--- src/rtl/stream_pool_if.sv ---
// Config, status and pixel-stream bundle of stream_pool_engine.
// out_last is present only when POOL_OUT_LAST_EN is defined.
interface stream_pool_if #(
    parameter int ELEM_WIDTH = 8,
    parameter int CHANNELS   = 4
);
    logic                           cfg_start;
    logic [1:0]                     cfg_pool_mode;
    logic [7:0]                     cfg_pool_size;
    logic [7:0]                     cfg_img_height;
    logic [7:0]                     cfg_img_width;
    logic                           busy;
    logic                           cfg_error;
    logic                           done;
    logic                           in_valid;
    logic                           in_ready;
    logic [CHANNELS*ELEM_WIDTH-1:0] in_data;
    logic                           out_valid;
    logic                           out_ready;
    logic [CHANNELS*ELEM_WIDTH-1:0] out_data;
`ifdef POOL_OUT_LAST_EN
    logic                           out_last;
`endif

    modport master (
`ifdef POOL_OUT_LAST_EN
        input  out_last,
`endif
        output cfg_start, cfg_pool_mode, cfg_pool_size, cfg_img_height, cfg_img_width,
        output in_valid, in_data, out_ready,
        input  busy, cfg_error, done, in_ready, out_valid, out_data
    );

    modport slave (
`ifdef POOL_OUT_LAST_EN
        output out_last,
`endif
        input  cfg_start, cfg_pool_mode, cfg_pool_size, cfg_img_height, cfg_img_width,
        input  in_valid, in_data, out_ready,
        output busy, cfg_error, done, in_ready, out_valid, out_data
    );
endinterface

--- src/rtl/stream_pool_engine.sv ---
// Streaming max/min/avg pooling over a raster pixel stream with one row of accumulators.
// Optional macro POOL_OUT_LAST_EN adds out_last on the final pooled pixel.
module stream_pool_engine #(
    parameter int ELEM_WIDTH     = 8,
    parameter int CHANNELS       = 4,
    parameter int MAX_IMG_WIDTH  = 32,
    parameter int MAX_IMG_HEIGHT = 32,
    parameter int MAX_POOL_SIZE  = 4
) (
    input  logic         clk,
    input  logic         rst,
    stream_pool_if.slave bus
);
    localparam int ACC_W = ELEM_WIDTH + 2 * $clog2(MAX_POOL_SIZE);
    localparam int DW    = CHANNELS * ELEM_WIDTH;
    localparam int AW    = CHANNELS * ACC_W;
    localparam int OCW   = (MAX_IMG_WIDTH > 1) ? $clog2(MAX_IMG_WIDTH) : 1;
    localparam logic [7:0] MAXK8 = 8'(MAX_POOL_SIZE);
    localparam logic [7:0] MAXH8 = 8'(MAX_IMG_HEIGHT);
    localparam logic [7:0] MAXW8 = 8'(MAX_IMG_WIDTH);
    localparam logic [1:0] S_IDLE = 2'd0, S_RUN = 2'd1, S_DRAIN = 2'd2;
    localparam logic [1:0] M_MAX = 2'b00, M_AVG = 2'b01, M_MIN = 2'b10;

    function automatic logic [AW-1:0] widen(input logic [DW-1:0] px);
        logic [AW-1:0] r;
        r = '0;
        for (int c = 0; c < CHANNELS; c++)
            r[c*ACC_W +: ACC_W] = ACC_W'(px[c*ELEM_WIDTH +: ELEM_WIDTH]);
        return r;
    endfunction

    function automatic logic [AW-1:0] combine(input logic [AW-1:0] a, input logic [AW-1:0] b,
                                              input logic [1:0] mode);
        logic [AW-1:0]    r;
        logic [ACC_W-1:0] x, y;
        r = '0;
        for (int c = 0; c < CHANNELS; c++) begin
            x = a[c*ACC_W +: ACC_W];
            y = b[c*ACC_W +: ACC_W];
            case (mode)
                M_MAX:   r[c*ACC_W +: ACC_W] = (x > y) ? x : y;
                M_MIN:   r[c*ACC_W +: ACC_W] = (x < y) ? x : y;
                default: r[c*ACC_W +: ACC_W] = x + y;
            endcase
        end
        return r;
    endfunction

    // Average divides by k*k, which is a shift because avg only accepts power-of-two k.
    function automatic logic [DW-1:0] finalize(input logic [AW-1:0] v, input logic [1:0] mode,
                                               input logic [3:0] sh);
        logic [DW-1:0] r;
        r = '0;
        for (int c = 0; c < CHANNELS; c++)
            r[c*ELEM_WIDTH +: ELEM_WIDTH] = (mode == M_AVG) ? ELEM_WIDTH'(v[c*ACC_W +: ACC_W] >> sh)
                                                            : ELEM_WIDTH'(v[c*ACC_W +: ACC_W]);
        return r;
    endfunction

    function automatic logic [2:0] lg2(input logic [7:0] k);
        logic [2:0] r;
        r = '0;
        for (int i = 0; i < 8; i++)
            if (k[i]) r = 3'(i);
        return r;
    endfunction

    logic [1:0]     state_q, state_d, mode_q, mode_d;
    logic [7:0]     k_q, k_d, h_q, h_d, w_q, w_d;
    logic [3:0]     shift_q, shift_d;
    logic [7:0]     col_q, col_d, row_q, row_d, kc_q, kc_d, kr_q, kr_d, ws_q, ws_d, rs_q, rs_d;
    logic [OCW-1:0] ocol_q, ocol_d;
    logic [AW-1:0]  hp_q, hp_d;
    logic [AW-1:0]  rowbuf_q [MAX_IMG_WIDTH];
    logic [DW-1:0]  out_data_q, out_data_d;
    logic           out_valid_q, out_valid_d, busy_q, busy_d, err_q, err_d, done_q, done_d;
    logic           accept, cfg_bad, col_in, row_in, win_end_col, band_end, last_col, last_row;
    logic           rb_we, emit;
    logic [AW-1:0]  hfin, vfin;

    assign bus.in_ready  = (state_q == S_RUN) && (!out_valid_q || bus.out_ready);
    assign accept        = bus.in_valid && bus.in_ready;
    assign cfg_bad = (bus.cfg_pool_size == 8'd0) || (bus.cfg_pool_size > MAXK8) ||
                     (bus.cfg_pool_size > bus.cfg_img_height) ||
                     (bus.cfg_pool_size > bus.cfg_img_width) ||
                     (bus.cfg_img_height > MAXH8) || (bus.cfg_img_width > MAXW8) ||
                     (bus.cfg_pool_mode == 2'b11) ||
                     ((bus.cfg_pool_mode == M_AVG) &&
                      ((bus.cfg_pool_size & (bus.cfg_pool_size - 8'd1)) != 8'd0));

    // Columns/rows past the last whole window are consumed but never pooled.
    assign col_in      = ({2'b0, ws_q} + {2'b0, k_q}) <= {2'b0, w_q};
    assign row_in      = ({2'b0, rs_q} + {2'b0, k_q}) <= {2'b0, h_q};
    assign win_end_col = kc_q == k_q - 8'd1;
    assign band_end    = kr_q == k_q - 8'd1;
    assign last_col    = col_q == w_q - 8'd1;
    assign last_row    = row_q == h_q - 8'd1;
    assign hfin        = (kc_q == 8'd0) ? widen(bus.in_data) : combine(hp_q, widen(bus.in_data), mode_q);
    assign vfin        = (kr_q == 8'd0) ? hfin : combine(rowbuf_q[ocol_q], hfin, mode_q);
    assign rb_we       = accept && col_in && row_in && win_end_col;
    assign emit        = rb_we && band_end;

    assign bus.out_valid = out_valid_q;
    assign bus.out_data  = out_data_q;
    assign bus.busy      = busy_q;
    assign bus.cfg_error = err_q;
    assign bus.done      = done_q;

`ifdef POOL_OUT_LAST_EN
    logic out_last_q, out_last_d, is_last_win;
    assign is_last_win  = (({2'b0, ws_q} + {1'b0, k_q, 1'b0}) > {2'b0, w_q}) &&
                          (({2'b0, rs_q} + {1'b0, k_q, 1'b0}) > {2'b0, h_q});
    assign bus.out_last = out_last_q;
    always_comb begin
        out_last_d = out_last_q && !bus.out_ready;
        if (emit) out_last_d = is_last_win;
    end
    always_ff @(posedge clk or posedge rst)
        if (rst) out_last_q <= 1'b0;
        else     out_last_q <= out_last_d;
`endif

    always_comb begin
        state_d = state_q; mode_d = mode_q; k_d = k_q; h_d = h_q; w_d = w_q; shift_d = shift_q;
        col_d = col_q; row_d = row_q; kc_d = kc_q; kr_d = kr_q; ws_d = ws_q; rs_d = rs_q;
        ocol_d = ocol_q; hp_d = hp_q;
        busy_d = busy_q; err_d = err_q; done_d = 1'b0;
        out_valid_d = out_valid_q && !bus.out_ready;
        out_data_d  = out_data_q;
        case (state_q)
            S_IDLE: if (bus.cfg_start) begin
                if (cfg_bad) begin
                    err_d = 1'b1;
                end else begin
                    err_d = 1'b0; busy_d = 1'b1; state_d = S_RUN;
                    mode_d = bus.cfg_pool_mode; k_d = bus.cfg_pool_size;
                    h_d = bus.cfg_img_height; w_d = bus.cfg_img_width;
                    shift_d = {lg2(bus.cfg_pool_size), 1'b0};
                    col_d = '0; row_d = '0; kc_d = '0; kr_d = '0; ws_d = '0; rs_d = '0; ocol_d = '0;
                end
            end
            S_RUN: if (accept) begin
                hp_d = hfin;
                if (last_col) begin
                    col_d = '0; kc_d = '0; ws_d = '0; ocol_d = '0;
                    if (last_row) begin
                        row_d = '0; kr_d = '0; rs_d = '0; state_d = S_DRAIN;
                    end else begin
                        row_d = row_q + 8'd1;
                        kr_d  = band_end ? 8'd0 : kr_q + 8'd1;
                        rs_d  = band_end ? rs_q + k_q : rs_q;
                    end
                end else begin
                    col_d  = col_q + 8'd1;
                    kc_d   = win_end_col ? 8'd0 : kc_q + 8'd1;
                    ws_d   = win_end_col ? ws_q + k_q : ws_q;
                    ocol_d = win_end_col ? ocol_q + 1'b1 : ocol_q;
                end
            end
            S_DRAIN: if (!out_valid_q || bus.out_ready) begin
                done_d = 1'b1; busy_d = 1'b0; state_d = S_IDLE;
            end
            default: state_d = S_IDLE;
        endcase
        if (emit) begin
            out_valid_d = 1'b1;
            out_data_d  = finalize(vfin, mode_q, shift_q);
        end
    end

    always_ff @(posedge clk or posedge rst) begin
        if (rst) begin
            state_q <= S_IDLE; mode_q <= '0; k_q <= '0; h_q <= '0; w_q <= '0; shift_q <= '0;
            col_q <= '0; row_q <= '0; kc_q <= '0; kr_q <= '0; ws_q <= '0; rs_q <= '0;
            ocol_q <= '0; hp_q <= '0; out_data_q <= '0;
            out_valid_q <= 1'b0; busy_q <= 1'b0; err_q <= 1'b0; done_q <= 1'b0;
            for (int i = 0; i < MAX_IMG_WIDTH; i++) rowbuf_q[i] <= '0;
        end else begin
            state_q <= state_d; mode_q <= mode_d; k_q <= k_d; h_q <= h_d; w_q <= w_d;
            shift_q <= shift_d; col_q <= col_d; row_q <= row_d; kc_q <= kc_d; kr_q <= kr_d;
            ws_q <= ws_d; rs_q <= rs_d; ocol_q <= ocol_d; hp_q <= hp_d; out_data_q <= out_data_d;
            out_valid_q <= out_valid_d; busy_q <= busy_d; err_q <= err_d; done_q <= done_d;
            // First row of a band overwrites the entry; vfin already folds later rows in.
            if (rb_we) rowbuf_q[ocol_q] <= vfin;
        end
    end
endmodule

--- src/flat_wrapper.sv ---
// flat-port wrapper written by rule: the top's interface ports become plain ports
module stream_pool_engine_flat 
#(
    parameter int ELEM_WIDTH     = 8,
    parameter int CHANNELS       = 4,
    parameter int MAX_IMG_WIDTH  = 32,
    parameter int MAX_IMG_HEIGHT = 32,
    parameter int MAX_POOL_SIZE  = 4
)
  (clk, rst, bus_cfg_start, bus_cfg_pool_mode, bus_cfg_pool_size, bus_cfg_img_height, bus_cfg_img_width, bus_in_valid, bus_in_data, bus_out_ready, bus_busy, bus_cfg_error, bus_done, bus_in_ready, bus_out_valid, bus_out_data);
  stream_pool_if #(.ELEM_WIDTH(ELEM_WIDTH), .CHANNELS(CHANNELS)) bus_i ();
  input  logic clk;
  input  logic rst;
  input wire logic [$bits(bus_i.cfg_start)-1:0] bus_cfg_start;
  input wire logic [$bits(bus_i.cfg_pool_mode)-1:0] bus_cfg_pool_mode;
  input wire logic [$bits(bus_i.cfg_pool_size)-1:0] bus_cfg_pool_size;
  input wire logic [$bits(bus_i.cfg_img_height)-1:0] bus_cfg_img_height;
  input wire logic [$bits(bus_i.cfg_img_width)-1:0] bus_cfg_img_width;
  input wire logic [$bits(bus_i.in_valid)-1:0] bus_in_valid;
  input wire logic [$bits(bus_i.in_data)-1:0] bus_in_data;
  input wire logic [$bits(bus_i.out_ready)-1:0] bus_out_ready;
  output wire logic [$bits(bus_i.busy)-1:0] bus_busy;
  output wire logic [$bits(bus_i.cfg_error)-1:0] bus_cfg_error;
  output wire logic [$bits(bus_i.done)-1:0] bus_done;
  output wire logic [$bits(bus_i.in_ready)-1:0] bus_in_ready;
  output wire logic [$bits(bus_i.out_valid)-1:0] bus_out_valid;
  output wire logic [$bits(bus_i.out_data)-1:0] bus_out_data;
  assign bus_i.cfg_start = bus_cfg_start;
  assign bus_i.cfg_pool_mode = bus_cfg_pool_mode;
  assign bus_i.cfg_pool_size = bus_cfg_pool_size;
  assign bus_i.cfg_img_height = bus_cfg_img_height;
  assign bus_i.cfg_img_width = bus_cfg_img_width;
  assign bus_i.in_valid = bus_in_valid;
  assign bus_i.in_data = bus_in_data;
  assign bus_i.out_ready = bus_out_ready;
  assign bus_busy = bus_i.busy;
  assign bus_cfg_error = bus_i.cfg_error;
  assign bus_done = bus_i.done;
  assign bus_in_ready = bus_i.in_ready;
  assign bus_out_valid = bus_i.out_valid;
  assign bus_out_data = bus_i.out_data;
  stream_pool_engine #(.ELEM_WIDTH(ELEM_WIDTH), .CHANNELS(CHANNELS), .MAX_IMG_WIDTH(MAX_IMG_WIDTH), .MAX_IMG_HEIGHT(MAX_IMG_HEIGHT), .MAX_POOL_SIZE(MAX_POOL_SIZE)) u_core (.clk(clk), .rst(rst), .bus(bus_i));
endmodule
--- config.mk ---
export PLATFORM = sky130hd
export DESIGN_NAME = stream_pool_engine_flat
export DESIGN_NICKNAME = d
export VERILOG_FILES = /design/src/rtl/stream_pool_if.sv /design/src/rtl/stream_pool_engine.sv /design/src/flat_wrapper.sv
export SDC_FILE = /design/constraint.sdc
export NUM_CORES = 2
export LEC_CHECK = 0
export CORE_MARGIN = 3
export CORE_UTILIZATION = 66
export CTS_BUF_LIST = sky130_fd_sc_hd__clkbuf_8
export CTS_CLUSTER_SIZE = 8
export DETAILED_ROUTE_END_ITERATION = 12
export HOLD_SLACK_MARGIN = 0.12
export MAX_ROUTING_LAYER = met4
export PLACE_DENSITY = 0.83
export SKIP_CTS_REPAIR_TIMING = 1
export SLEW_MARGIN = 20
export SYNTH_ARGS = -nofsm -noshare
export SYNTH_HDL_FRONTEND = slang
export SYNTH_SLANG_ARGS = --single-unit
--- constraint.sdc ---
create_clock -name clk -period 89.1 [get_ports clk]
set_clock_uncertainty 0.15 [all_clocks]
set_input_delay 26.73 -clock clk [delete_from_list [all_inputs] [get_ports clk]]
set_output_delay 26.73 -clock clk [all_outputs]
set_load 0.02 [all_outputs]
# After elaboration in Yosys (flattened, before gate mapping)
# Index checks and enable logic that the tools add are counted.
[word_totals] ff_bits=1704 inputBits=63 out_inout_bits=37 wordCells=249
[op_classes] n_addsub=21 order_cmp=25 eq_ne=18 shift=4 muxes=91 bitwise=3 reduce_logical=36
[ops] cell="1536-bit bitwise mux" n=1
[ops] cell="48-bit binary-select mux with 5-bit select" n=1
[ops] cell="48-bit demux with 5-bit select" n=1
[ops] cell="48-bit 2-to-1 mux" n=5
[ops] cell="8-bit 2-to-1 mux" n=25
[ops] cell="12-bit 2-to-1 mux" n=16
[ops] cell="12-bit case mux with 2 select lines" n=8
[ops] cell="8-bit case mux with 2 select lines" n=6
[ops] cell="12-bit adder" n=4
[ops] cell="12-bit by 8-bit adder with 12-bit output" n=4
[ops] cell="12-bit greater-than comparator" n=4
[ops] cell="12-bit by 8-bit greater-than comparator with 1-bit output" n=4
[ops] cell="12-bit less-than comparator" n=4
[ops] cell="12-bit by 8-bit less-than comparator with 1-bit output" n=4
[ops] cell="12-bit by 4-bit right shift with 8-bit output" n=4
[ops] cell="8-bit by 1-bit adder with 8-bit output (second input constant)" n=4
[ops] cell="8-bit equality test" n=4
[ops] cell="8-bit by 1-bit subtractor with 8-bit output (second input constant)" n=4
[ops] cell="5-bit 2-to-1 mux" n=5
[ops] cell="8-bit zero test" n=3
[ops] cell="10-bit by 8-bit <= comparator with 1-bit output" n=2
[ops] cell="8-bit by 8-bit adder with 9-bit output" n=2
[ops] cell="8-bit adder" n=2
[ops] cell="8-bit by 6-bit greater-than comparator with 1-bit output (second input constant)" n=2
[ops] cell="30 further kinds" n=79

# Depth between registers and ports, before layout
[logic_depth] depth_word=11 ltp_mapped=24 ltp_nobuf=22

# Least setup slack after synthesis
# No wires, ideal clock.
[synth_path] path_kind="input port to output port" start="input port bus_out_ready" end="output port bus_in_ready" arrival_time_ps=27225 t_required_ps=62220 slack_ps=34995 stages=2 n_path_buf=0 cell_sequence="nor2b_1 nor3_1"
[synth_via] elab_chain_len=2
[synth_lines] element="start: declaration" line_no="flat_wrapper.sv:21" source="input wire logic [$bits(bus_i.out_ready)-1:0] bus_out_ready;"
[synth_lines] element="1-bit logical OR" line_no="stream_pool_engine.sv:81" source="assign bus.in_ready = (state_q == S_RUN) && (!out_valid_q || bus.out_ready);"
[synth_lines] element="1-bit logical AND" line_no="stream_pool_engine.sv:81"
[synth_lines] element="end: declaration" line_no="flat_wrapper.sv:25" source="output wire logic [$bits(bus_i.in_ready)-1:0] bus_in_ready;"
# Every way passes these cells.

# Worst setup path after layout
# Ends and elaborated chain as after synthesis.

==> summary.txt <==
Status
  – Run status: finished, final reports clean

Final layout
  – Layout area overhead: 9.11%
  – Most flop-heavy register: u_core.rowbuf_q
  – Final #Nets: 8587
  – Share of cells above drive strength 1: 11.1%
  – Largest register FFs: 1536

Synth
  – Post-synthesis register bit count: 1704
  – Syn nets: 8716
  – Gate Count Post-Synth: 8426
  – Sequential area share after synthesis: 51.2%
  – Top post-synthesis cells by area: dfrtp_1, o21ai_0, nand2_1, mux4_2, mux2i_1
  – Synth warnings: 0
  – Count leader, synth: nand2_1
  – Mean Syn Cell Area: 9.89 um^2
  – Ys async rst share: 100%
  – Synth top cells by count: nand2_1, dfrtp_1, o21ai_0
  – EDFF count, synth: 0
  – Synth Flop Type: dfrtp_1
  – Synth area leader: dfrtp_1
  – Netlist Area Pre-Place: 83300 um^2
  – Post-synth cell types: 104
  – Post-synth top area share: 51.2%

Placed design
  – Routability cong.: 0.923
  – # port buffers: 99
  – Post-DP HPWL: 151000 um

Setup path
  – CP max stage delay: 0.65 ns
  – Reg2reg end: u_core.bus.out_data[2]
  – CP max FO: 2
  – Worst Path Required: 62.22 ns
  – Crit-path cells: clkdlybuf4s50_1, nor2b_1, nor3_1, clkdlybuf4s50_1
  – Crit Path Category: primary input to primary output
  – R2R cell count: 19
  – Crit end category: primary output
  – Worst path slowest cell: clkdlybuf4s50_1
  – R2R setup slack: 80.04 ns
  – Cell mode on critical path: clkdlybuf4s50_1
  – WP data arrival: 28.08 ns
  – Worst setup SP type: primary input
  – R2R Path Start: u_core.ocol_q[1]

Timing
  – Minimum clock period: 54.96 ns
  – Fin crit share: 61.7%
  – Setup violators final: 0
  – Fin. max-slew vios: 0
  – FMAX: 18.2 MHz
  – Setup TNS: 0 ns
  – Unrepaired setup endpoints after global routing: no
  – Rel. slew slack: 17.3%
  – Slew @ Worst Pin: 1.24 ns
  – Hold Vio Cnt, Final: 0

Drt
  – Wire per inst: 25.2 um
  – ANT nets after route: 0
  – Vias: 68139
  – Via/cell ratio: 6.74
  – Final WL: 255000 um
  – DRT Pass-1 Iters: 9
  – DR iter-0 viols: 8666
  – Remaining DRCs: 0

Hold path
  – HP Class: register to register
  – Hold Path Cell Cnt: 2
  – End of the worst hold path: u_core.bus.out_data[31]
  – Min-Delay Startpoint: u_core.bus.out_data[31]

Clock tree
  – CTS tree: yes
  – CTS Buf Count: 292
  – Clock-pin slew on the worst setup and hold paths: 0.05 ns
  – Sink Count: 1704
  – Clk buf depth: 4
  – Worst-Skew Late Latency: 1.04 ns
  – H-tree Lvls: 5
  – Clock Tree Root: clkbuf_8

Die
  – Starting Density: 66.9%
  – Num rows: 129
  – Die H: 361 um
  – Core area: 124000 um^2
  – Die area: 131000 um^2
  – Width of the die: 361 um
  – IO Pins: 100

GRT
  – Total congestion overflow: 0
  – All-Layer GR Usage: 40.5%
  – Pin count of the biggest net entering global routing: 170
  – Number of global-route vias before repair: 67937
  – First-pass GRT wire length: 392000 um
  – Initial antenna violation count: 6

Flow run
  – Number of max-cap violations: 0
## routing by layer
layer | vias up | routed length, um | global-route usage [%]
li1 | 29458 | - | -
met4 | 0 | 15000 | 22.4
met1 | 33450 | 94200 | 50.7
met3 | 1047 | 30900 | 11.5
met2 | 4184 | 115000 | 60.0
met5 | - | 0 | -
## stage by stage
step	std cells	util, %	instance area, um^2	setup WS [ns]	hold WS, ns
floorplan	8426	-	83300	14.12	0.294
detailed placement	9636	68.8	85600	34.15	0.313
CTS	10095	72.9	90700	34.14	0.326
global placement	9636	68.8	85600	34.14	0.303
finish	10104	73.0	90900	34.14	0.319
global route	10103	73.0	90900	34.07	0.339
## cells by family after synthesis
family	Yosys count	share of synthesized area [%]
AO/OA/AOI/OAI	2495	17.1
AND/OR/NAND/NOR	2459	12.5
flip-flops	1704	51.2
buffers and inverters	884	4.22
multiplexers	548	10.3
adder cells (fa/ha/maj)	227	3.50
XOR/XNOR	109	1.20
## how the worst max path moves through the flow
| stage | start | to | slack [ns] | cells after the start |
|---|---|---|---|---|
| final | bus_out_ready | bus_in_ready | 34.14 | 4 |
| after CTS | bus_out_ready | bus_in_ready | 34.14 | 4 |
| after floorplan | rst | u_core.bus.busy | 14.12 | 1 |
| after detailed placement | bus_out_ready | bus_in_ready | 34.15 | 4 |
| after global placement | bus_out_ready | bus_in_ready | 34.14 | 4 |
| after global routing | bus_out_ready | bus_in_ready | 34.07 | 4 |
## critical path: cells and delay by family
kind                   cells  cell delay (ns)
buffers and inverters      2             1.12
and+or+nand+nor            2             0.23
## area by class of cell
class	instances	area, um^2
tap	1637	2050
timing repair buffer	280	2470
clock inverter	127	603
sequential	1704	42600
multi-input combinational	5838	37900
fill	8427	33500
antenna	5	12.5
clock buffer	332	4570
inverter	181	687
## cells in the final DEF, fill, tap and decap left out, types with 63 or more instances in the layout
cell type        netlist  routed
clkdlybuf4s50_1        0      99
inv_1                178     282
mux4_2               250     250
a21oi_1              141     140
clkbuf_8               0     332
dfrtp_1             1704    1701
nor2_1               234     232
mux2i_1              292     292
nand2_1             1793    1759
nand3_1               65      63
o21ai_0             1621    1620
o22ai_1              149     147
o21ai_1              102     101
a22oi_1              142     142
buf_4                 25     171
ha_1                 217     217
Power is not shown: default switching activity piles up to over one toggle a cycle in this logic, so the estimate is an artifact.
